File: config.mk
export PLATFORM = sky130hd
export DESIGN_NAME = counter_mod_n
export DESIGN_NICKNAME = d
export VERILOG_FILES = /design/src/rtl/counter_pkg.sv /design/src/rtl/counter_prescaler.sv /design/src/rtl/counter_mod_n.sv
export SDC_FILE = /design/constraint.sdc
export NUM_CORES = 1
export LEC_CHECK = 0
export CAP_MARGIN = 20
export CELL_PAD_IN_SITES_DETAIL_PLACEMENT = 1
export CELL_PAD_IN_SITES_GLOBAL_PLACEMENT = 2
export CORE_UTILIZATION = 25
export DETAILED_ROUTE_END_ITERATION = 10
export GPL_TIMING_DRIVEN = 0
export PLACE_DENSITY = 0.84
export SYNTH_ARGS = -nofsm -noshare
export SYNTH_HDL_FRONTEND = slang
export SYNTH_SLANG_ARGS = --single-unit
File: constraint.sdc
create_clock -name i_clock -period 2.4 [get_ports i_clock]
set_input_delay 0.6 -clock i_clock [delete_from_list [all_inputs] [get_ports i_clock]]
set_output_delay 0.6 -clock i_clock [all_outputs]
set_load 0.02 [all_outputs]
File: src/rtl/counter_pkg.sv
// Shared encodings for the modulo-N counter block: mode, direction and wrap-counter width.
package counter_pkg;
    localparam logic MODE_WRAP  = 1'b0;
    localparam logic MODE_SAT   = 1'b1;
    localparam logic DIR_DOWN   = 1'b0;
    localparam logic DIR_UP     = 1'b1;
    localparam int   WRAP_CNT_W = 8;
endpackage

File: src/rtl/counter_prescaler.sv
// Divides enabled cycles by PRESCALE and emits a one-cycle step pulse.
// PRESCALE=1 builds no register; the step follows the enable directly.
module counter_prescaler #(
    parameter int PRESCALE = 1
) (
    input  logic i_clock,
    input  logic i_reset_async_n,
    input  logic i_enable,
    input  logic i_clear,
    output logic o_step
);
    generate
        if (PRESCALE < 1) begin : g_bad_prescale
            $error("counter_prescaler: PRESCALE must be >= 1");
        end

        if (PRESCALE == 1) begin : g_bypass
            logic unused_pins;
            assign unused_pins = ^{i_clock, i_reset_async_n, i_clear};
            assign o_step = i_enable;
        end else begin : g_div
            localparam int PW = $clog2(PRESCALE);
            localparam logic [PW-1:0] LAST = PW'(PRESCALE - 1);
            logic [PW-1:0] phase;

            assign o_step = i_enable && (phase == LAST);

            // Phase only moves on enabled cycles, so a disabled stretch pauses it.
            always_ff @(posedge i_clock or negedge i_reset_async_n) begin
                if (!i_reset_async_n)  phase <= '0;
                else if (i_clear)      phase <= '0;
                else if (o_step)       phase <= '0;
                else if (i_enable)     phase <= phase + PW'(1);
            end
        end
    endgenerate
endmodule

File: src/rtl/counter_mod_n.sv
// Modulo-N up/down counter with wrap/saturate mode, clear, clamped load and terminal pulse.
// Optional wrap counter built only when COUNTER_MOD_N_WRAP_CNT_EN is defined.
module counter_mod_n
    import counter_pkg::*;
#(
    parameter int WIDTH     = 7,
    parameter int MAX_VALUE = 99,
    parameter int PRESCALE  = 1
) (
    input  logic                  i_clock,
    input  logic                  i_reset_async_n,
    input  logic                  i_enable,
    input  logic                  i_clear,
    input  logic                  i_load,
    input  logic [WIDTH-1:0]      i_load_value,
    input  logic                  i_mode,
    input  logic                  i_up,
    output logic [WIDTH-1:0]      o_value,
    output logic                  o_tc,
    output logic                  o_done,
    output logic [WRAP_CNT_W-1:0] o_wrap_count
);
    generate
        if (MAX_VALUE <= 0 || longint'(MAX_VALUE) >= (longint'(1) << WIDTH)) begin : g_bad_max
            $error("counter_mod_n: MAX_VALUE must be in 1..2**WIDTH-1");
        end
    endgenerate

    localparam logic [WIDTH-1:0] MAX_V = WIDTH'(MAX_VALUE);

    logic step;
    logic at_top;
    logic at_bottom;
    logic wrap_event;

    // Load also restarts the prescaler phase.
    counter_prescaler #(.PRESCALE(PRESCALE)) u_prescaler (
        .i_clock         (i_clock),
        .i_reset_async_n (i_reset_async_n),
        .i_enable        (i_enable),
        .i_clear         (i_clear | i_load),
        .o_step          (step)
    );

    assign at_top     = (o_value == MAX_V);
    assign at_bottom  = (o_value == '0);
    assign wrap_event = !i_clear && !i_load && step && (i_mode == MODE_WRAP) &&
                        ((i_up == DIR_UP) ? at_top : at_bottom);

    always_ff @(posedge i_clock or negedge i_reset_async_n) begin
        if (!i_reset_async_n) begin
            o_value <= '0;
            o_tc    <= 1'b0;
        end else if (i_clear) begin
            o_value <= '0;
            o_tc    <= 1'b0;
        end else if (i_load) begin
            o_value <= (i_load_value > MAX_V) ? MAX_V : i_load_value;
            o_tc    <= 1'b0;
        end else begin
            o_tc <= wrap_event;
            if (step) begin
                if (i_up == DIR_UP) begin
                    if (!at_top)                 o_value <= o_value + WIDTH'(1);
                    else if (i_mode == MODE_WRAP) o_value <= '0;
                end else begin
                    if (!at_bottom)              o_value <= o_value - WIDTH'(1);
                    else if (i_mode == MODE_WRAP) o_value <= MAX_V;
                end
            end
        end
    end

    assign o_done = (i_mode == MODE_SAT) && ((i_up == DIR_UP) ? at_top : at_bottom);

`ifdef COUNTER_MOD_N_WRAP_CNT_EN
    // Counts on the same edge that raises o_tc, so both are visible together.
    logic [WRAP_CNT_W-1:0] wrap_cnt;

    always_ff @(posedge i_clock or negedge i_reset_async_n) begin
        if (!i_reset_async_n)
            wrap_cnt <= '0;
        else if (i_clear)
            wrap_cnt <= '0;
        else if (wrap_event && (wrap_cnt != {WRAP_CNT_W{1'b1}}))
            wrap_cnt <= wrap_cnt + WRAP_CNT_W'(1);
    end

    assign o_wrap_count = wrap_cnt;
`else
    assign o_wrap_count = '0;
`endif
endmodule

Word level (Yosys, flattened, before mapping)
Index checks and enable logic that the tools add are counted.
{"block": "classes", "n_lt_le_gt_ge": 1, "reduce_logical": 10, "n_bitwise": 1, "muxes": 12, "n_eq_ne": 3, "n_addsub": 2}
{"op": "7-bit two-way mux", "n": 9}
{"op": "5-bit inequality test, second input constant", "n": 2}
{"op": "7-bit by 1-bit adder with 7-bit output, second input constant", "n": 1}
{"op": "7-bit == test, second input constant", "n": 1}
{"op": "7-bit > comparator, second input constant", "n": 1}
{"op": "7-bit zero test", "n": 1}
{"op": "7-bit by 1-bit subtractor with 7-bit output, second input constant", "n": 1}
{"op": "1-bit logical AND", "n": 5}
{"op": "1-bit two-way mux", "n": 3}
{"op": "3-bit AND reduction", "n": 1}
{"op": "3-bit nonzero test", "n": 1}
{"op": "1-bit zero test", "n": 2}
{"op": "1-bit inverter", "n": 1}
{"block": "word_totals", "wordCells": 31, "input_bits": 14, "reg_bits": 8, "output_inout_bits": 17}

Depth between registers and ports, before layout
{"block": "logic_depth", "depth_word": 7, "mapped_depth": 8, "ltp_nobuf": 7}

Hierarchy
From an unflattened synthesis, not the netlist that was laid out.
{"block": "unflattened", "hier_cells": 103, "area_unflattened_um2": 917.1}
{"mod": "counter_mod_n", "instances": 1, "cells_per_inst": 102, "seq_area_each_um2": 200.2, "area_per_inst_um2": 909.6}
{"mod": "counter_prescaler", "instances": 1, "cells_per_inst": 1, "seq_area_each_um2": 0.0, "area_per_inst_um2": 7.5}

Worst setup path after synthesis
Ideal clock, no wire load.
{"block": "synth_path", "kind": "reg-to-output", "from": "reg o_value[0]", "to": "out o_done", "path_buffers": 0, "stages_incl_launch_ff": 6, "path_slack_ns": 0.251, "arrival_ns": 1.549, "t_required_ns": 1.800, "cell_sequence": "dfrtp_1 inv_1 ha_1 nor2b_1 a21oi_4 nor2_1"}
{"block": "synth_via", "elab_chain_cells": 3, "word_cells_on_any_way": 4, "classes_between": "eq/ne (1); mux (1); reduce/logical (2)"}
{"element": "from (decl)", "line": "counter_mod_n.sv:18", "source": "output logic [WIDTH-1:0] o_value,"}
{"element": "from (signal assigned)", "line": "counter_mod_n.sv:58", "source": "o_value <= (i_load_value > MAX_V) ? MAX_V : i_load_value;"}
{"element": "from (signal assigned)", "line": "counter_mod_n.sv:64", "source": "if (!at_top) o_value <= o_value + WIDTH'(1);"}
{"element": "from (signal assigned)", "line": "counter_mod_n.sv:67", "source": "if (!at_bottom) o_value <= o_value - WIDTH'(1);"}
{"element": "7-bit == test / 7-bit zero test (equally long branches)", "line": "counter_mod_n.sv:45, counter_mod_n.sv:46"}
{"element": "1-bit two-way mux *", "line": "counter_mod_n.sv:74", "source": "assign o_done = (i_mode == MODE_SAT) && ((i_up == DIR_UP) ? at_top : at_bottom);"}
{"element": "1-bit logical AND *", "line": "counter_mod_n.sv:74"}
{"element": "to (decl)", "line": "counter_mod_n.sv:20", "source": "output logic o_done,"}
Mark *: on every way between the ends. The rest lies on a longest branch, timed or not.

Worst setup path after layout
{"block": "layout_path", "from": "in i_load", "to": "reg o_value[2]"}
{"block": "layout_via", "elab_chain_cells": 2, "word_cells_on_any_way": 6, "classes_between": "eq/ne (2); mux (2); reduce/logical (2)"}
{"element": "from (decl)", "line": "counter_mod_n.sv:14", "source": "input logic i_load,"}
{"element": "5-bit inequality test (no source line) (tied with other cells)"}
{"element": "3-bit AND reduction (no source line) / 7-bit two-way mux (equally long branches)"}
Several ways; a longest one is shown, not always the timed one.
A chain may end at the register's enable or synchronous reset.

==> key figures <==
Clock tree
  • CTS clk-pin slew, worst paths: 0.05 ns
  • Clock latency on the worst-skew pair: 0.25 ns
  • # clock sinks: 8
  • Maximum buffer depth of the clock tree: 2
  • CTS tree: built
  • H-tree Lvls: 1
  • Cts bufs inserted: 3
  • Post-CTS Hold Buffers: 0
  • Root Buffer Master: clkbuf_4

Yosys
  • Cells after Synth: 113
  • Syn avg cell area: 7.950 sq um
  • Top FF cell, synth: dfrtp_1
  • Count of different cell masters after synthesis: 46
  • Ys Warns: 0
  • Post-synthesis register bit count: 8
  • Post-Syn Area: 898.4 sq um
  • Ys async rst share: 100.0%
  • Post-synth EDFFs: 0
  • Seq/Total Area, Yosys: 22.28%

Global route
  • Largest net degree at the start of global routing: 11
  • Vias in the first global route: 998
  • Initial antenna violation count: 0
  • Grt ovf: 0
  • First-pass GRT wire length: 4616 um
  • Overall global routing resource usage: 16.44%

Final layout
  • Commonest cells after routing, fill and taps aside: clkdlybuf4s50_1 (20), nand2_1 (14), buf_4 (9)
  • Layout area overhead: 37.60%
  • Layout cells sized above 1: 19.18%
  • Antenna diodes: 0
  • Final nets: 165
  • Commonest non-fill, non-tap cell in the layout: clkdlybuf4s50_1
  • Final Non-Filler Cells: 192
  • Fillers: 423

Timing
  • Hold Vio Cnt, Final: 0
  • Max-slew violation count: 0
  • Tmin final: 2.281 ns
  • Final Setup Violations: 0
  • Final period util: 95.03%
  • Worst Tran Pin Value: 0.5077 ns
  • Fin Clk Skew: 0.002319 ns
  • RSZ-0062 raised after global routing: false
  • Final worst setup slack: 0.1192 ns
  • Peak Freq: 438.5 MHz
  • TNS Setup: 0 ns
  • Slew Limit Headroom: 66.16%

Worst setup path
  • Critical Path RT: 2.57 ns
  • Crit path DAT: 2.45 ns
  • Worst-path maximum fanout: 10
  • CP Capture Type: flip-flop
  • Worst setup SP type: primary input
  • CP Class: in -> reg

Placed design
  • HPWL after DPL: 2406 um
  • RePlAce Congestion: 0.8715
  • Placed Instances: 188
  • DP Worst Slack: -0.5363 ns
  • Port Buffers: 22

Die
  • Core Region: 3390 sq um
  • Initial Util: 26.50%
  • Full die area: 3837 sq um
  • # rows: 21
  • Die width: 61.95 um
  • Io pins: 31
  • Die Span Y: 61.95 um

Route
  • ANT nets after route: 0
  • Vias: 999
  • Wire length per cell: 15.91 um
  • Routed wire length: 3055 um
  • DRC violations left: 0
  • Drt pass-1 iters: 4
  • Drt first-iter violations: 31
  • Via density: 5.203

Outcome
  • Status: completed

Pwr
  • VDD IR-drop max: 0.2050 mV
  • PD cells: 460.1 nW/um^2
  • Leak pwr: 0.5140 nW

Flow run
  • Max-Cap Viols: 0

Worst hold path
  • Min-Delay Path Class: in -> async
[power breakdown]
part	internal, mW	switching, mW
registers	0.149	0.0275
clock network	0.0572	0.0447
logic	0.129	0.162
total	0.335	0.234
[Yosys cell counts, types with 2 or more instances]
cell	n	area [sq um]
nand2_1	14	52.55
buf_4	8	60.06
dfrtp_1	8	200.2
nor2_1	8	30.03
o21ai_0	7	35.03
a21oi_1	6	30.03
inv_1	5	18.77
nand3_1	5	25.02
and4_1	3	26.28
buf_2	3	15.01
ha_1	3	37.54
nor2b_1	3	18.77
a22o_1	2	17.52
a31oi_1	2	12.51
buf_6	2	22.52
nor3_1	2	10.01
o221ai_1	2	17.52
o31ai_1	2	15.01
[per-layer routing]
metal	vias to the layer above	part of all wire [%]	global-route usage [%]
met5	-	0	0
met4	0	0.69	1.905
met3	2	4.9	4.141
met2	31	49	27.96
met1	492	46	21.54
li1	474	-	-
[per-stage QoR]
| step | utilization [%] | hold WS, ns | power (mW) | instance area, sq um |
|---|---|---|---|---|
| global route | 36.47 | 0.6451 | 0.6052 | 1236 |
| CTS | 36.62 | 0.6340 | 0.5697 | 1241 |
| global placement | 35.47 | 0.6779 | 0.4520 | 1202 |
| detailed placement | 35.47 | 0.7051 | 0.4595 | 1202 |
| finish | 36.47 | 0.6285 | 0.5688 | 1236 |
| floorplan | - | 0.3044 | 0.3523 | 924.6 |
[sequential cells by signal, summed over array words and instances, names as in the netlist]
name,flops
o_tc,1
o_value,7
[repair_timing]
item | in CTS | in global routing
buffers inserted | 1 | 0
endpoints found under the setup margin | 1 | 1
pin swaps | 0 | 0
hold endpoints to repair | 0 | 0
resized for setup | 7 | 1
[worst max-delay path, stage by stage]
cell             delay (ns)
clkdlybuf4s50_1        0.53
clkbuf_1               0.43
nor2_1                 0.13
nand3_1                0.13
o32ai_2                0.11
a2111o_1               0.37
a2bb2oi_1              0.15
[cell families after synthesis]
logic type | share of synthesized area, %
flops | 22.28
other cells | 0.4174
xor+xnor | 0.9751
fa+ha+maj | 4.179
buf+inv | 13.37
simple gates | 29.81
compound gates | 28.97
[final timing paths]
| path | slack, ns | cells after the start | end | start |
|---|---|---|---|---|
| max | 0.12 | 7 | o_value[2]$_DFFE_PN0P_ | i_load |
| min | 0.63 | 1 | o_value[3]$_DFFE_PN0P_ | i_reset_async_n |
| max reg2reg | 0.43 | 8 | o_value[2]$_DFFE_PN0P_ | o_value[1]$_DFFE_PN0P_ |
| min reg2reg | 0.68 | 2 | o_value[1]$_DFFE_PN0P_ | o_value[1]$_DFFE_PN0P_ |
| max in group asynchronous | 1.48 | 1 | o_value[1]$_DFFE_PN0P_ | i_reset_async_n |
| min in group i_clock | 0.68 | 2 | o_value[1]$_DFFE_PN0P_ | o_value[1]$_DFFE_PN0P_ |
[layout make-up]
cell class                      instances  area, sq um  area share (%)
Multi-Input combinational cell         93        611.8           49.49
Timing Repair Buffer                   23        221.5           17.91
Sequential cell                         8        202.7           16.40
Buffer                                 14        101.3           8.198
Tap cell                               46        57.56           4.656
Clock buffer                            3        22.52           1.822
Inverter                                5        18.77           1.518
Power figures use the tool's default switching activity.
